`src/rtl/adder_pkg.sv`:
```
// Shared types and constants for the byte-serial adder and its 8-bit slice.
package adder_pkg;

  localparam int unsigned BYTE_W = 8;

  typedef enum logic [1:0] {
    StIdle,
    StAdd,
    StDone
  } state_e;

  // Width needed to count 0..n-1, never narrower than one bit.
  function automatic int unsigned clog2(input int unsigned n);
    int unsigned w;
    w = 0;
    for (int unsigned i = 0; i < 32; i++) begin
      if ((32'd1 << i) < n) w = i + 1;
    end
    return (w == 0) ? 1 : w;
  endfunction

endpackage

```
`src/rtl/adder_8bit_task.sv`:
```
// Combinational 8-bit adder with carry-in and carry-out.
module adder_8bit_task
  import adder_pkg::*;
(
  input  logic [BYTE_W-1:0] a,
  input  logic [BYTE_W-1:0] b,
  input  logic              cin,
  output logic [BYTE_W-1:0] sum,
  output logic              carry
);

  assign {carry, sum} = {1'b0, a} + {1'b0, b} + {{BYTE_W{1'b0}}, cin};

endmodule

```
`src/rtl/serial_adder_nbyte.sv`:
```
// Multi-byte adder that streams operands through one 8-bit adder, LSB byte
// first, with the inter-byte carry held in a register.
module serial_adder_nbyte
  import adder_pkg::*;
#(
  parameter int unsigned NBYTES = 4
) (
  input  logic                     clk,
  input  logic                     rst,
  input  logic                     start,
  input  logic [BYTE_W*NBYTES-1:0] a,
  input  logic [BYTE_W*NBYTES-1:0] b,
  input  logic                     cin,
  output logic                     busy,
  output logic                     done,
  output logic [BYTE_W*NBYTES-1:0] sum,
  output logic                     cout
);

  localparam int unsigned W    = BYTE_W * NBYTES;
  localparam int unsigned IdxW = clog2(NBYTES);

  state_e            state_q;
  logic [W-1:0]      a_sh_q;
  logic [W-1:0]      b_sh_q;
  logic [W-1:0]      res_sh_q;
  logic              carry_q;
  logic [IdxW-1:0]   idx_q;
  logic              busy_q;
  logic              done_q;
  logic [W-1:0]      sum_q;
  logic              cout_q;

  logic [BYTE_W-1:0] add_sum;
  logic              add_carry;
  logic [W-1:0]      res_next;

  adder_8bit_task u_adder (
    .a     (a_sh_q[BYTE_W-1:0]),
    .b     (b_sh_q[BYTE_W-1:0]),
    .cin   (carry_q),
    .sum   (add_sum),
    .carry (add_carry)
  );

  // Each new byte enters at the top so after NBYTES steps byte 0 sits at the bottom.
  assign res_next = {add_sum, res_sh_q[W-1:BYTE_W]};

  // FSM, operand/result shift registers and registered outputs.
  always_ff @(posedge clk) begin
    if (rst) begin
      state_q  <= StIdle;
      a_sh_q   <= '0;
      b_sh_q   <= '0;
      res_sh_q <= '0;
      carry_q  <= 1'b0;
      idx_q    <= '0;
      busy_q   <= 1'b0;
      done_q   <= 1'b0;
      sum_q    <= '0;
      cout_q   <= 1'b0;
    end else begin
      unique case (state_q)
        StIdle: begin
          done_q <= 1'b0;
          if (start) begin
            a_sh_q  <= a;
            b_sh_q  <= b;
            carry_q <= cin;
            idx_q   <= '0;
            busy_q  <= 1'b1;
            state_q <= StAdd;
          end
        end
        StAdd: begin
          a_sh_q   <= a_sh_q >> BYTE_W;
          b_sh_q   <= b_sh_q >> BYTE_W;
          res_sh_q <= res_next;
          carry_q  <= add_carry;
          idx_q    <= idx_q + IdxW'(1);
          if (idx_q == IdxW'(NBYTES - 1)) begin
            sum_q   <= res_next;
            cout_q  <= add_carry;
            done_q  <= 1'b1;
            state_q <= StDone;
          end
        end
        StDone: begin
          done_q  <= 1'b0;
          busy_q  <= 1'b0;
          state_q <= StIdle;
        end
        default: begin
          done_q  <= 1'b0;
          busy_q  <= 1'b0;
          state_q <= StIdle;
        end
      endcase
    end
  end

  assign busy = busy_q;
  assign done = done_q;
  assign sum  = sum_q;
  assign cout = cout_q;

endmodule

```
`config.mk`:
```
export PLATFORM = sky130hd
export DESIGN_NAME = serial_adder_nbyte
export DESIGN_NICKNAME = d
export VERILOG_FILES = /design/src/rtl/adder_pkg.sv /design/src/rtl/adder_8bit_task.sv /design/src/rtl/serial_adder_nbyte.sv
export SDC_FILE = /design/constraint.sdc
export NUM_CORES = 1
export LEC_CHECK = 0
export ABC_AREA = 0
export BUFFER_PORTS_ARGS = -buffer_cell sky130_fd_sc_hd__buf_2
export CORE_UTILIZATION = 25
export DETAILED_ROUTE_END_ITERATION = 16
export SYNTH_ARGS = -nofsm -noshare
export SYNTH_HDL_FRONTEND = slang
export SYNTH_SLANG_ARGS = --single-unit
```
`constraint.sdc`:
```
create_clock -name clk -period 5.7 [get_ports clk]
set_input_delay 0.285 -clock clk [delete_from_list [all_inputs] [get_ports clk]]
set_output_delay 0.285 -clock clk [all_outputs]
set_load 0.01 [all_outputs]
```
==> metrics, run 1 <==
combinational family with the most area after synthesis=simple AND/OR/NAND/NOR gates; Antenna Cells=0; Post-CTS Setup Inserts=0; Remaining DRCs=0; H-Tree Depth=4; critical path capture point type=flip-flop; Post-Synth Adder-Cell Area=2.70%; delay-heaviest family, CP=simple AND/OR/NAND/NOR gates; Reg-to-Reg Start=state_q[0]; synthesis-to-finish area growth=23.3%; Die W=146 um; Power Dens Cells=between 300 and 400 mW/mm^2; largest net degree at the start of global routing=102; fin worst setup slack=slightly above 3000 ps; Max Cap Viol=0; Final Critical Period=roughly 2600 ps; first-pass GRT wire length=21800 um; post-cts resize count=0; GPL Wtd Cong=0.791; pre-CTS setup slack=slightly above 3000 ps; HP Start=b[26]; Post-Syn Nets=700; final setup vio count=0; clk root buf=clkbuf_16; Slew Limit Fails=0; instance count on the critical path=5; Top FF cell, synth=dfxtp_1; vias per cell=~4.5; achievable frequency=383 MHz; RSZ-0062 raised after global routing=no; Syn. warnings=0; Post-synth EDFFs=0; worst-case clock buffer depth=2; total CTS buffers=17; Worst setup SP type=flip-flop; Leakage=2.59 nW; Final HPWL DP=8580 um; final WL=between 10000 and 15000 um; Simple-Gate Fraction of Synth Area=22.1%; max incr delay on CP=950 ps; WP data arrival=2940 ps; CP required=6030 ps; post-layout util=31.6%; core outline area=~0.020 sq mm; Initial Util=about a quarter; synth unique cells=46; Cells after Synth=slightly above 600; count of hold-fix buffers inserted at cts=0; Power Total=2.30 mW; Hold Crit Depth=2; Compound-Gate Fraction of Synth Area=20.0%; fraction of registers with async set/reset=0%; fraction of layout cells with a size suffix above 1=a little over 20%; Setup TNS Final=0 ps; CTS tree=built; Initial DRT Pass Iterations=4; Min-Delay Path Class=input port to flip-flop; CP max FO=73; status=completed; period utilization=45.9%; synthesized cell area=just over 0.005 sq mm; Final Hold Vio Count=0; Critical path buffers and inverters=1; drt wl/cell=13.5 um; Nets=775; Slew @ Worst Pin=1100 ps; Vias=4447; CTS sink count=128; worst vdd ir=approximately 0.24 mV; overall global routing resource usage=12.9%; critical path type=flip-flop to flip-flop; number of port buffers=102; initial drt markers=181; io pins=~100; Slowest-stage cell, CP=and2_1; Clock Pin Slew Worst Setup and Hold Paths=60 ps; row count=52; Die Area=roughly 0.021 sq mm; Die Ht=around 150 um; clk_skew=between 10 and 15 ps; number of global-route vias before repair=4214; Mean Syn Cell Area=8.36 sq um; sequential fraction of the synthesis area=49.3%; Rel. slew slack=roughly a quarter; post-synthesis xor/xnor area fraction=0.505%; CP Cell Sequence=nor2b_4, buf_4, and2_1, nor2_1, a211oi_2; Detail Route Antenna Nets=0; initial antenna violation count=1; Congestion Overflow GR=0; mux contribution to synthesized area=0%; beginning of the critical path=state_q[0]; worst skew pair latency=410 ps; reg2reg path depth=5; #FFs+latches synth=128
==> power by group <==
part	internal, mW	total, mW	switching, mW
Combinational	0.0967	0.256	0.159
Clock	0.642	1.05	0.406
Sequential	0.953	0.992	0.0386
==> cell usage after synthesis, types with 3 or more instances <==
cell type / count / area [sq um]
a211oi_1: 3 / 22.5
a21o_1: 4 / 30.0
a21oi_1: 51 / 255
a22o_1: 16 / 140
a311oi_1: 48 / 420
buf_1: 7 / 26.3
buf_2: 19 / 95.1
buf_4: 10 / 75.1
clkbuf_1: 14 / 52.6
dfxtp_1: 128 / 2560
ha_1: 8 / 100
inv_1: 3 / 11.3
nand2_1: 191 / 717
nand3_1: 12 / 60.1
nor2_1: 61 / 229
nor3_1: 4 / 20.0
o21ai_0: 4 / 20.0
==> area by class of cell <==
class                   count  area, sq um
multi-input cells         439         2370
well taps                 270          338
flip-flops and latches    128         2560
clock buffers              18          429
repair buffers            108          558
inverters                   3         11.3
fillers                  2198        13900
clock inverters            13          139
==> layer usage <==
layer,up-vias,track usage (%),part of all wire (%)
met5,-,0,0.083
met4,2,4.38,0.73
li1,2307,-,-
met1,2033,17.4,48
met2,98,19.7,46
met3,7,3.62,5.3
==> final timing paths <==
path,to,slack (ps)
hold reg to reg,sum[7],450
setup reg to reg,sum[26],3090
setup / recovery,sum[26],3090
hold / removal,b_sh_q[26],90
==> worst reg2reg max path, stage by stage (launching register included) <==
cell and delay (ps):
dfxtp_1 440, nor2b_4 180, buf_4 600, and2_1 960, nor2_1 130, a211oi_2 230
==> cells in the final DEF, fill, tap and decap left out, types with 2 or more instances in the layout <==
cell type   netlist  final
o2111ai_1         2      2
a21o_1            4      4
a31oi_1           2      2
o211ai_1          2      2
or3_1             2      2
clkinv_4          0      2
o21ai_0           4      4
or4_1             2      2
a21oi_1          51     51
nand2_1         191    191
inv_6             0      3
buf_2            19    101
clkinvlp_4        0      2
clkbuf_16         0     17
a22o_1           16     16
nor3_1            4      4
bufinv_16         0      2
nor4b_1           2      2
xnor2_1           2      2
a211oi_1          3      3
dfxtp_1         128    128
clkinv_2          0      4
a311oi_1         48     48
nand3_1          12     12
nor2_1           61     60
ha_1              8      8
buf_4            10      7
fa_1              2      2
inv_1             3      3
==> state kept, by name (all words and copies together), names as in the netlist <==
signal / count
res_sh_q: 24
a_sh_q: 32
sum: 32
b_sh_q: 32
idx_q: 2
done: 1
carry_q: 1
busy: 1
state_q: 2
cout: 1
==> stage by stage <==
step / cell area (sq um) / hold slack (ps) / std cells
after floorplan: 5200 / 418 / 622
after global placement: 5840 / 432 / 948
after detailed placement: 5840 / 443 / 948
after CTS: 6410 / 67.2 / 979
after global routing: 6410 / 66.2 / 979
final: 6410 / 86.1 / 979
==> cells by family (layout without fill, tap and decap cells) <==
logic type / count (synthesis) / count (layout)
DFF: 128 / 128
xor gates and xnor gates: 3 / 3
and+or+nand+nor: 283 / 283
buffers and inverters: 55 / 142
AOI/OAI and AO/OA: 143 / 143
adders and majority gates: 10 / 10
Power figures use the tool's default switching activity.
==> run 2: changes to the inputs <==
Clock period 5.7 ns to 2.6 ns, I/O delays scaled along.
==> run 2 against run 1 <==
Net effect:
- critical endpoint is now carry_q
- worst hold slack lost 46 ps
- global-route usage grew 0.83 points
- highest routed layer unchanged
- final area grew 12%
==> metrics, run 2 (synthesized netlist as in run 1, its figures left out) <==
status=completed; Leakage=roughly 2.9 nW; # fillers=around 2.1k; Worst setup SP type=flip-flop; Switching Fraction=roughly a quarter; NetSw=1.37 mW; number of global-route vias before repair=4422; area taken by multi-input logic gates=0.00237 sq mm; drt wl/cell=13.8 um; Hold WS=39.9 ps; final setup vio count=0; Antenna Cells=0; CTS sink count=128; worst-case clock buffer depth=2; largest net degree at the start of global routing=64; critical path capture point type=flip-flop; Nets=845; commonest non-fill, non-tap cells in the layout=nand2_1, dfxtp_1, buf_2; Reg power frac=42.2%; DP Area=between 0.005 and 0.006 sq mm; final WL=roughly 14000 um; Remaining DRCs=0; Setup TNS Final=0 ps; critical path type=flip-flop to flip-flop; Vias=4782; Max Cap Viol=0; initial drt markers=290; overall global routing resource usage=13.7%; post-cts resize count=0; clk root buf=clkbuf_16; Rel. slew slack=~54%; Hold Crit Depth=3; CTS tree=built; worst vdd ir=0.442 mV; Slew Limit Fails=0; clock power share=44.6%; internal power=around 3.8 mW; Die Ht=146 um; Final Hold Vio Count=0; synthesis-to-finish area growth=37.7%; Worst R2R Setup Slack=420 ps; Initial Util=25.6%; RR Endpoint=carry_q; Final Critical Period=around 2200 ps; core outline area=approximately 0.020 sq mm; io pins=103; commonest non-fill, non-tap cell in the layout=nand2_1; GPL Wtd Cong=0.804; Comb pwr share=13.2%; achievable frequency=458 MHz; WP data arrival=2470 ps; Initial DRT Pass Iterations=4; CP required=2880 ps; Die Area=0.0214 sq mm; RSZ-0062 raised after global routing=no; vias per cell=around 4.6; row count=52; Die W=approximately 150 um; worst skew pair latency=420 ps; Congestion Overflow GR=0; fraction of layout cells with a size suffix above 1=19.8%; Final Cell Area=0.00716 sq mm; Slew @ Worst Pin=between 600 and 700 ps; pre-CTS setup slack=434 ps; clk_skew=13.0 ps; total CTS buffers=17; period utilization=around 84%; initial antenna violation count=1; Reg-to-Reg Start=a_sh_q[0]; number of port buffers=102; Detail Route Antenna Nets=0; H-Tree Depth=4; Power Dens Cells=719 mW/mm^2; fin worst setup slack=416 ps; Min-Delay Endpoint=a_sh_q[0]; first-pass GRT wire length=23200 um; Final HPWL DP=9340 um; HP Start=a[0]; Clock Pin Slew Worst Setup and Hold Paths=60 ps; Min-Delay Path Class=input port to flip-flop; Reg area=between 0.002 and 0.003 sq mm; beginning of the critical path=a_sh_q[0]; reg2reg path depth=6; count of hold-fix buffers inserted at cts=63; CP max FO=2; Post-CTS Setup Inserts=0
## run 2: cell count changes in the layout (fill, tap and decap cells not counted)
cell           before  now
dlygate4sd3_1       0   63
buf_12              0    5
clkbuf_8            0    3
buf_4               7    9
clkinv_2            4    2
clkinvlp_4          2    4
bufinv_16           2    1
clkbuf_1            1    0
clkinv_4            2    1
## run 2: layout make-up
class,instances,share of cell area [%]
clock buffer,20,6.52
clock inverter,11,1.47
inverter,3,0.157
multi-input combinational,439,33.1
sequential,128,35.8
tap,270,4.72
timing repair buffer,178,18.2
## run 2: power groups by stage
stage	Clock, mW	Combinational [mW]	Sequential [mW]
floorplan	0	0.430	2.19
global placement	0	0.600	2.22
detailed placement	0	0.605	2.22
CTS	2.34	0.678	2.18
global route	2.44	0.752	2.19
finish	2.30	0.677	2.17
## run 2: critical path, stage by stage, from the launching register on
cell	delay, ps
dfxtp_1	320
fa_1	460
fa_1	420
a21o_1	220
a221oi_2	300
o21a_1	230
o221ai_1	120
## run 2: per-layer routing
layer | vias to the layer above | track usage, % | wire length [um]
li1 | 2450 | - | -
met1 | 2213 | 18.2 | 7140
met2 | 103 | 21.3 | 6560
met3 | 14 | 3.56 | 574
met4 | 2 | 5.47 | 146
met5 | - | 0 | 10
## run 2: through the flow
step                std cells  power (mW)  utilization (%)
floorplan                 622        2.62                -
finish                   1049        5.15             35.3
global placement          955        2.82             29.3
detailed placement        955        2.82             29.3
global route             1049        5.38             35.3
CTS                      1049        5.19             35.3
## run 2: worst max path at each step
stage | to | slack, ps | depth (start not counted)
finish | carry_q | 420 | 6
global route | carry_q | 340 | 6
CTS | carry_q | 430 | 6
detailed placement | carry_q | 430 | 6
global placement | res_sh_q[30] | 510 | 6
floorplan | carry_q | 580 | 6
==> run 3: changes to the inputs <==
Settings changed: ABC_AREA 0 to 1.
Clock period 2.6 ns to 2.2 ns, I/O delays scaled along.
==> run 3 against run 2 <==
Net effect:
- wire length barely moved
- synthesized cell count increased by 18%
- die area rose by 2.0%
- via count increased by 4.5%
- setup slack worse by 110 ps
- first-iteration DRC count down 23%
- clock-buffer cell count increased by 6
- critical path type unchanged
- critical endpoint is now sum[28]
- largest cell class unchanged
- highest routed layer is now met4
==> metrics, run 3 <==
status=completed; #FFs+latches synth=128; Initial DRT Pass Iterations=4; Power Dens Cells=855 mW/mm^2; instance count on the critical path=9; Global Route met3 Usage=approximately 3.6%; GPL Wtd Cong=about 0.8; Post-Syn Nets=~800; Setup TNS Final=0 ps; fraction of layout cells with a size suffix above 1=17.2%; Leakage=3.10 nW; CTS tree=built; commonest non-fill, non-tap cell in the layout=nand2_1; Die Area=0.0218 sq mm; delay-heaviest family, CP=adder cells; Post-CTS Setup Inserts=0; Congestion Overflow GR=0; Initial Util=25.9%; max incr delay on CP=460 ps; Cells after Synth=732; H-Tree Depth=4; number of port buffers=102; Final Critical Period=around 1900 ps; count leader, synth=nand2_1; CP max FO=3; Synth top area share=48.3%; Die Ht=148 um; # fillers=between 2k and 2.5k; initial drt markers=around 220; Yosys top cell by area=dfxtp_1; io pins=103; CTS sink count=roughly 130; RSZ-0062 raised after global routing=no; Critical path buffers and inverters=1; Antenna Cells=0; Rel. slew slack=approximately three fifths; first-pass GRT wire length=roughly 24000 um; CP required=2520 ps; Clock Pin Slew Worst Setup and Hold Paths=50 ps; period utilization=a little under nine tenths; Top Usage Layer GRT=met2; achievable frequency=527 MHz; Syn. warnings=0; final setup vio count=0; Min-Delay Path Class=input port to flip-flop; fraction of registers with async set/reset=0%; Slowest-stage cell, CP=fa_1; commonest non-fill, non-tap cells in the layout=nand2_1, nor2_1, dfxtp_1; worst-case clock buffer depth=2; worst skew pair latency=approximately 420 ps; Slew @ Worst Pin=610 ps; synth unique cells=25; Final HPWL DP=9510 um; met2 Use GR=about 22%; overall global routing resource usage=14.2%; Detail Route Antenna Nets=0; critical path capture point type=flip-flop; Mean Syn Cell Area=7.24 sq um; initial antenna violation count=0; Die W=148 um; reg2reg path depth=9; final WL=14400 um; synthesis-to-finish area growth=32.1%; CP Cell Sequence=fa_1, fa_1, nand2_1, nand2_1, nand2_1, xor2_1, nand2_1, nand2_1, inv_1; number of global-route vias before repair=4728; Hold WS=8.52 ps; clk root buf=clkbuf_16; drt wl/cell=approximately 13 um; Reg area=0.00256 sq mm; worst vdd ir=0.544 mV; Post-synth EDFFs=0; core outline area=0.0205 sq mm; met1 Resource Use GR=18.8%; Remaining DRCs=0; clk_skew=9.69 ps; sequential fraction of the synthesis area=48.3%; Top FF cell, synth=dfxtp_1; Hold Crit Depth=3; WP data arrival=between 2000 and 2500 ps; Area contributors post-synth=dfxtp_1, nand2_1, nor2_1, a21oi_1, o21ai_0; largest net degree at the start of global routing=88; top post-synthesis cells by count=nand2_1, nor2_1, dfxtp_1; Final Hold Vio Count=0; area taken by multi-input logic gates=~0.0024 sq mm; Nets=938; synthesized cell area=0.00530 sq mm; Worst setup SP type=flip-flop; vias per cell=4.37; Slew Limit Fails=0; total CTS buffers=17; row count=52; Most common cell on crit path=nand2_1; Vias=4996; critical path type=flip-flop to flip-flop; Max Cap Viol=0
run 3: changes by cell type after synthesis, sizes merged, moves of 13 or more:
cell	before	now
a21oi	52	89
a311oi	48	0
nor2	61	148
o21ai	4	75
inv	3	26
nand2	191	160
buf	38	25
a22o	16	0
nand3	12	34
run 3: repair_timing:
action / CTS / global route
endpoints found under the setup margin: 0 / 0
gates resized for setup: 0 / 0
endpoints found under the hold margin: 45 / 0
hold buffers: 45 / 0
run 3: worst paths after layout:
check	start	to	slack (ps)
hold reg to reg	a_sh_q[29]	a_sh_q[29]	460
hold / removal	b[23]	b_sh_q[23]	9
setup reg to reg	a_sh_q[0]	sum[28]	300
setup / recovery	a_sh_q[0]	sum[28]	300
run 3: final cells by class:
cell class                      instances  area share, %
Sequential cell                       128           36.6
Multi-Input combinational cell        528           34.2
Timing Repair Buffer                  159           15.5
Clock buffer                           26           6.98
Tap cell                              270           4.82
Inverter                               26           1.45
Clock inverter                          6          0.464
run 3: worst reg2reg max path: stages (launching register included):
cell and delay [ps]:
dfxtp_1 320, fa_1 460, fa_1 410, nand2_1 80, nand2_1 80, nand2_1 80
xor2_1 180, nand2_1 70, nand2_1 70, inv_1 30
run 3: metrics by stage:
| stage | util, % | total power [mW] | setup slack [ps] | area (sq um) | std cells |
|---|---|---|---|---|---|
| global route | 34.2 | 6.32 | 156 | 7010 | 1143 |
| finish | 34.2 | 5.99 | 304 | 7010 | 1143 |
| CTS | 34.2 | 6.06 | 295 | 7010 | 1143 |
| detailed placement | 29.4 | 3.47 | 301 | 6030 | 1066 |
| global placement | 29.4 | 3.46 | 308 | 6030 | 1066 |
| floorplan | - | 3.20 | 415 | 5300 | 732 |
run 3: layer usage:
layer / vias to the layer above / part of all wire (%) / wire length [um]
met1: 2247 / 49 / 7120
li1: 2622 / - / -
met3: 22 / 4.8 / 688
met2: 105 / 44 / 6380
met5: - / 0 / 0
met4: 0 / 1.7 / 244
run 3: cells by family after synthesis:
| group | after synthesis | share of synthesized area (%) |
|---|---|---|
| AOI/OAI and AO/OA | 171 | 16.5 |
| and+or+nand+nor | 344 | 25.5 |
| DFF | 128 | 48.3 |
| xor gates and xnor gates | 3 | 0.496 |
| buffers and inverters | 76 | 6.54 |
| adders and majority gates | 10 | 2.64 |
run 3: where the power goes:
group          leakage, nW  internal (mW)  switching, mW
logic                 1.79          0.355          0.514
registers             1.05           2.50          0.107
clock network        0.258           1.52          0.998
